--- src/rtl/wb_host_master.sv ---
// wb_host_master: single-outstanding Wishbone pipelined master.
// One WB cycle per accepted command, bounded by a timeout, retried on rty,
// with the outcome returned on a valid/ready response stream.
module wb_host_master #(
  parameter int unsigned ADDR_W    = 32,
  parameter int unsigned TIMEOUT   = 255,
  parameter int unsigned RETRY_MAX = 3
) (
  input  logic              clk_i,
  input  logic              rst_i,
  input  logic              cmd_valid_i,
  output logic              cmd_ready_o,
  input  logic              cmd_we_i,
  input  logic [ADDR_W-1:0] cmd_adr_i,
  input  logic [3:0]        cmd_sel_i,
  input  logic [31:0]       cmd_dat_i,
  output logic              rsp_valid_o,
  input  logic              rsp_ready_i,
  output logic [31:0]       rsp_dat_o,
  output logic [1:0]        rsp_sts_o,
  output logic              wb_cyc_o,
  output logic              wb_stb_o,
  output logic              wb_we_o,
  output logic [ADDR_W-1:0] wb_adr_o,
  output logic [3:0]        wb_sel_o,
  output logic [31:0]       wb_dat_o,
  input  logic              wb_ack_i,
  input  logic              wb_err_i,
  input  logic              wb_rty_i,
  input  logic              wb_stall_i,
  input  logic [31:0]       wb_dat_i
);

  typedef enum logic [2:0] {
    S_IDLE,
    S_REQ,
    S_WAIT,
    S_BACKOFF,
    S_RESP
  } state_t;

  localparam logic [1:0]  STS_OK  = 2'b00;
  localparam logic [1:0]  STS_ERR = 2'b01;
  localparam logic [1:0]  STS_RTY = 2'b10;
  localparam logic [1:0]  STS_TMO = 2'b11;
  // Last cycle index at which a termination may still arrive.
  localparam logic [15:0] TMO_LAST  = 16'(TIMEOUT - 1);
  localparam logic [3:0]  RTY_LIMIT = 4'(RETRY_MAX);

  state_t      state, state_nx;
  logic [15:0] tmo_cnt, tmo_nx;
  logic [3:0]  retry_cnt, retry_nx;
  logic        cmd_ld, rsp_ld;
  logic [1:0]  sts_nx;
  logic [31:0] dat_nx;

  // Handshake and bus strobes decode directly from the state.
  assign cmd_ready_o = (state == S_IDLE);
  assign rsp_valid_o = (state == S_RESP);
  assign wb_cyc_o    = (state == S_REQ) || (state == S_WAIT);
  assign wb_stb_o    = (state == S_REQ);

  // State register.
  always_ff @(posedge clk_i) begin
    if (rst_i) state <= S_IDLE;
    else       state <= state_nx;
  end

  // Next-state, counter and capture-enable decode.
  always_comb begin
    state_nx = state;
    tmo_nx   = tmo_cnt;
    retry_nx = retry_cnt;
    cmd_ld   = 1'b0;
    rsp_ld   = 1'b0;
    sts_nx   = STS_OK;
    dat_nx   = '0;
    unique case (state)
      S_IDLE: begin
        if (cmd_valid_i) begin
          cmd_ld   = 1'b1;
          tmo_nx   = '0;
          retry_nx = '0;
          state_nx = S_REQ;
        end
      end
      S_REQ, S_WAIT: begin
        tmo_nx = tmo_cnt + 16'd1;
        if (wb_err_i) begin
          rsp_ld   = 1'b1;
          sts_nx   = STS_ERR;
          state_nx = S_RESP;
        end else if (wb_rty_i) begin
          if (retry_cnt < RTY_LIMIT) begin
            retry_nx = retry_cnt + 4'd1;
            state_nx = S_BACKOFF;
          end else begin
            rsp_ld   = 1'b1;
            sts_nx   = STS_RTY;
            state_nx = S_RESP;
          end
        end else if (wb_ack_i) begin
          rsp_ld   = 1'b1;
          sts_nx   = STS_OK;
          dat_nx   = wb_we_o ? '0 : wb_dat_i;
          state_nx = S_RESP;
        end else if (tmo_cnt == TMO_LAST) begin
          rsp_ld   = 1'b1;
          sts_nx   = STS_TMO;
          state_nx = S_RESP;
        end else if ((state == S_REQ) && !wb_stall_i) begin
          state_nx = S_WAIT;
        end
      end
      S_BACKOFF: begin
        tmo_nx   = '0;
        state_nx = S_REQ;
      end
      S_RESP: begin
        if (rsp_ready_i) state_nx = S_IDLE;
      end
      default: state_nx = S_IDLE;
    endcase
  end

  // Counters, captured command fields and response fields.
  always_ff @(posedge clk_i) begin
    if (rst_i) begin
      tmo_cnt   <= '0;
      retry_cnt <= '0;
      wb_we_o   <= 1'b0;
      wb_adr_o  <= '0;
      wb_sel_o  <= '0;
      wb_dat_o  <= '0;
      rsp_sts_o <= '0;
      rsp_dat_o <= '0;
    end else begin
      tmo_cnt   <= tmo_nx;
      retry_cnt <= retry_nx;
      if (cmd_ld) begin
        wb_we_o  <= cmd_we_i;
        wb_adr_o <= cmd_adr_i;
        wb_sel_o <= cmd_sel_i;
        wb_dat_o <= cmd_dat_i;
      end
      if (rsp_ld) begin
        rsp_sts_o <= sts_nx;
        rsp_dat_o <= dat_nx;
      end
    end
  end

endmodule

--- config.mk ---
export PLATFORM = sky130hd
export DESIGN_NAME = wb_host_master
export DESIGN_NICKNAME = d
export VERILOG_FILES = /design/src/rtl/wb_host_master.sv
export SDC_FILE = /design/constraint.sdc
export NUM_CORES = 1
export LEC_CHECK = 0
export CORE_MARGIN = 2
export CORE_UTILIZATION = 46
export CTS_BUF_LIST = sky130_fd_sc_hd__clkbuf_4 sky130_fd_sc_hd__clkbuf_8 sky130_fd_sc_hd__clkbuf_16
export DETAILED_ROUTE_END_ITERATION = 12
export HOLD_SLACK_MARGIN = 0.06
export MAX_ROUTING_LAYER = met4
export PLACE_DENSITY_LB_ADDON = 0.3
export SETUP_SLACK_MARGIN = 0.1
export SLEW_MARGIN = 10
export SYNTH_ARGS = -nofsm -noshare
export SYNTH_HDL_FRONTEND = slang
export SYNTH_SLANG_ARGS = --single-unit
--- constraint.sdc ---
create_clock -name clk_i -period 6 [get_ports clk_i]
set_input_delay 0.6 -clock clk_i [delete_from_list [all_inputs] [get_ports clk_i]]
set_output_delay 0.6 -clock clk_i [all_outputs]
set_load 0.01 [all_outputs]
---- Word-level counts from Yosys, hierarchy flattened ----
Index checks and enable logic that the tools add are counted.
W data, S select, Z words.
storage, ports and cells
  flip-flop bits (word level) ............. 126
operators by class
  $add $sub $neg .......................... 2
  magnitude comparators ................... 1
  equal/unequal tests ..................... 11
  muxes and demuxes ....................... 35
  reduce and logical (&&, ||, !) cells .... 10
operators with widths
  kind                     number
  $mux W32                 5
  $pmux W16 S3             1
  $mux W3                  8
  $add A16 B1 Y16 const B  1
  $eq A16 B8 Y1 const B    1
  $mux W16                 1
  $mux W4                  4
  $mux W2                  6
  $pmux W3 S4              1
  $mux W1                  8
  $ne A2 B2 Y1 const B     4
  $pmux W4 S2              1
  $eq A3 B2 Y1 const B     2
  $ne A6 B6 Y1 const B     1
  $reduce_and A5 Y1        1
  $add A4 B1 Y4 const B    1
  $lt A4 B2 Y1 const B     1
  $eq A3 B1 Y1 const B     1
  $eq A3 B3 Y1 const B     1
  $logic_not A3 Y1         1
  $reduce_and A3 Y1        1
  $reduce_bool A3 Y1       1
  $ne A2 B1 Y1 const B     1
  $reduce_and A2 Y1        1
  other kinds (5)          5

---- Longest topological paths before layout ----
  word-level depth ........................ 8
  mapped depth ............................ 8

---- Least setup slack after synthesis ----
No wires, ideal clock.
  kind .................................... input to register
  start ................................... input port wb_err_i
  end ..................................... register rsp_dat_o[10]
  data arrival time ....................... 2.091 ns
  required time ........................... 5.928 ns
  slack ................................... 3.837 ns
  stages .................................. 6
  path through ............................ or4b_2 > nor2_1 > a211o_2 > buf_6 > buf_8 > mux2i_1
on the way
  word-level cells in the longest chain between the ends .. 2
  elaborated cells on any way between the ends .. 4
  those cells by class .................... mux: 4
ends and longest elaborated chain
  item                                        RTL line  text
  start, declared                             28        input logic wb_err_i,
  $mux W32 / $mux W1 (equally long branches)  89        if (wb_err_i) begin
  $mux W32 / $mux W1 (equally long branches)  78        unique case (state)
  end signal, assigned                        148       rsp_dat_o <= dat_nx;
  end, declared                               19        output logic [31:0] rsp_dat_o,
Parallel ways exist; a longest one is shown, timed or not.
A chain may end at the register's enable or synchronous reset.

---- Final worst setup path ----
  start ................................... register state[0]
  end ..................................... output port wb_cyc_o
on the way
  word-level cells in the longest chain between the ends .. 2
  elaborated cells on any way between the ends .. 3
  those cells by class .................... eq/ne: 2; reduce/logical: 1
ends and longest elaborated chain
  item                                                 RTL line  text
  start, declared                                      50        state_t state, state_nx;
  start signal, assigned                               66        else state <= state_nx;
  $eq A3 B1 Y1 / $eq A3 B2 Y1 (equally long branches)  60        assign wb_cyc_o = (state == S_REQ) || (state == S_WAIT);
  $logic_or A1 B1 Y1 *                                 60
  end, declared                                        21        output logic wb_cyc_o,
Mark *: on every way between the ends. The rest lies on a longest branch, timed or not.

==> key figures <==
Final layout
  – NumNets Final: 919
  – Area Growth Syn to Fin: 55.0%
  – ANT cells: 0
  – Layout cells sized above 1: 0.0549

Timing
  – Fmax: 325 MHz
  – Setup-failing EPs final: 0
  – Min Hold Slack: 451 ps
  – Unrepaired setup endpoints after global routing: no
  – Max transition margin: 0.358
  – Worst Skew: 9.33 ps
  – Worst slew pin tran: 963 ps
  – Hold Fails Final Rpt: 0
  – Max Slew Vio Count: 0
  – Min Tclk post-route: 3070 ps
  – Fin Setup TNS: 0 ps
  – Period utilisation layout: 0.512

Route
  – Antenna-violating nets left: 0
  – Vias: 4975
  – Initial DRC Count: 298
  – Wire length per cell: 14.7 microns
  – Drt pass-1 iters: 4
  – Vias per cell: 5.19
  – Drt total wl: 14100 microns
  – Number of remaining DRC errors: 0

Die
  – Die W: 108 microns
  – CORE AREA: 10700 sq um
  – Initial core utilization: 0.466
  – Chip height: 108 microns
  – Row cnt: 38
  – Full die area: 11700 sq um
  – Boundary pin count: 216

Global routing
  – Gr usage total: 0.246
  – Largest net degree at the start of global routing: 83
  – GRT overflow: 0
  – First-pass GRT wire length: 22000 microns
  – Initial antenna violation count: 0
  – Vias in the first global route: 4793

Flow run
  – Total of max-cap violations: 0

Placed design
  – GPL Wtd Cong: 0.838
  – Hpwl dp: 9820 microns
  – I/O Buffers: 215

Yosys
  – Sequential cell area fraction in the yosys report: 0.503
  – Seq cells post-synth: 126
  – Synthesized cell area: 5010 sq um
  – Asr flop ratio synth: 0
  – Post-synth EDFFs: 0
  – Top_reg_cell synth: dfxtp_1
  – Yosys warnings: 0
  – Mapped Cells: 608
  – Syn avg cell area: 8.24 sq um
  – Post-synthesis net count: 720
  – Cell variety after synth: 50

Pwr
  – Worst vdd ir: 0.000223 V
  – Leak Pwr: 2.94 nW
  – P per Cell Area: 318 nW/um^2

Setup path
  – Worst reg2reg startpoint: retry_cnt[0]
  – FF-to-FF End: rsp_dat_o[9]
  – CP endpoint kind: output port
  – Worst R2R Setup Slack: 3260 ps
  – FF-to-FF path depth: 5
  – CP Launch Point: state[0]
  – Setup crit end: wb_cyc_o
  – Required time of the critical path: 5400 ps
  – WS Path Type: reg -> out
  – CP Max Fanout: 14
  – Worst Path Arrival: 2470 ps
  – CP Launch Type: flip-flop

Clocking
  – Max clock buf depth: 2
  – Clock slew at reported path FFs: 60 ps
  – Num CTS Buffers: 17
  – Clock Sink Count: 126
  – Root Buffer: clkbuf_8
  – H-tree Lvls: 4
  – Setup bufs post-CTS: 0
  – Skew-Pair Late Insertion Delay: 510 ps
  – TritonCTS clock tree: yes
  – Cts hold-fix bufs: 0
  – Resized Gates After CTS: 0

Min path
  – Hold WC Path Type: reg -> reg
  – Hold path start: wb_dat_o[0]

Run status
  – Status: completed
[layout by cell type (no fill, tap or decap), types with 3 or more instances in the layout]
cell type / instances
o21ai_0: 9
nand2b_1: 3
a211o_1: 3
nor4_1: 3
clkbuf_16: 16
ha_1: 3
a21oi_1: 79
bufinv_16: 3
nand2_1: 214
nor2_1: 13
clkbuf_4: 5
mux2i_1: 33
buf_4: 4
dfxtp_1: 126
or4_1: 3
nand4_1: 5
xnor2_1: 5
inv_1: 10
and3_1: 3
or3_1: 5
nor4b_1: 3
clkdlybuf4s50_1: 214
nand3_1: 7
nor3_1: 7
clkinv_2: 5
[power breakdown]
part           switching (mW)  total, mW  internal (mW)
registers              0.0481      0.952          0.903
clock network           0.349       1.01          0.660
logic                   0.254      0.510          0.257
[sequential cells by signal, summed over array words and instances, names as in the netlist]
name and cells:
rsp_dat_o 32, wb_adr_o 32, wb_dat_o 32, tmo_cnt 16, retry_cnt 4, wb_sel_o 4
state 3, rsp_sts_o 2, wb_we_o 1
[through the flow]
step                area [sq um]  utilization  power [mW]  std cells  setup WS (ps)
floorplan                   5010            -        1.23        608           3840
global placement            7190        0.669        1.46        928           2780
detailed placement          7190        0.669        1.47        928           2700
CTS                         7770        0.723        2.49        959           2930
global route                7770        0.723        2.58        959           2810
finish                      7770        0.723        2.47        959           2930
[cell type report]
class / count / area (sq um)
inverter: 11 / 41.3
tap: 140 / 175
sequential: 126 / 2520
clock buffer: 23 / 465
fill: 838 / 2980
timing repair buffer: 219 / 2180
multi-input combinational: 432 / 2270
clock inverter: 8 / 115
[layer usage]
metal | vias to the layer above | share of wire | global-route usage
met1 | 2295 | 0.40 | 0.269
met4 | 0 | 0.022 | 0.0943
met5 | - | 0 | -
li1 | 2439 | - | -
met3 | 27 | 0.096 | 0.0964
met2 | 214 | 0.48 | 0.403
[worst min-delay path by stage]
stage                         endpoint  slack, ps  depth (start not counted)
after floorplan           retry_cnt[2]        410                          2
after global placement    retry_cnt[2]        420                          2
after detailed placement  retry_cnt[2]        440                          2
after CTS                 retry_cnt[2]        450                          2
after global routing       wb_dat_o[0]        470                          2
final                      wb_dat_o[0]        450                          2
[cells in the mapped netlist, types with 2 or more instances]
library cell	count	area (sq um)
ha_1	3	37.5
nand3_1	7	35.0
and3_1	3	18.8
dfxtp_1	126	2520
o31ai_1	2	15.0
or3_1	5	31.3
a211o_1	3	26.3
nor4b_1	3	26.3
xnor2_1	5	43.8
clkbuf_1	32	120
a21oi_1	79	395
nand4b_1	2	17.5
nor3_1	7	35.0
mux2i_1	33	330
xor2_1	2	17.5
a31oi_1	2	12.5
buf_2	2	10.0
nand4_1	5	31.3
a221oi_1	2	17.5
inv_1	10	37.5
nand2_1	214	803
nor4_1	4	25.0
o211ai_1	2	15.0
nor2_1	13	48.8
buf_8	3	45.0
or4b_2	2	20.0
o21a_1	2	15.0
nand2b_1	3	18.8
o21ai_0	9	45.0
or4_1	3	22.5
[critical path, stage by stage (launching register included)]
cell and delay, ps:
dfxtp_1 640, xnor2_1 190, or2_2 350, inv_1 190, clkdlybuf4s50_1 590
[kinds of logic (layout without fill, tap and decap cells)]
kind of cell / after synthesis / after routing / synth area share
flip-flops: 126 / 126 / 0.503
XOR/XNOR: 7 / 7 / 0.0122
AO/OA/AOI/OAI: 111 / 111 / 0.125
adder cells (fa/ha/maj): 3 / 3 / 0.00749
multiplexers: 33 / 33 / 0.0659
buffers and inverters: 50 / 261 / 0.0462
AND/OR/NAND/NOR: 278 / 278 / 0.240
(Power assumes the default switching activity.)
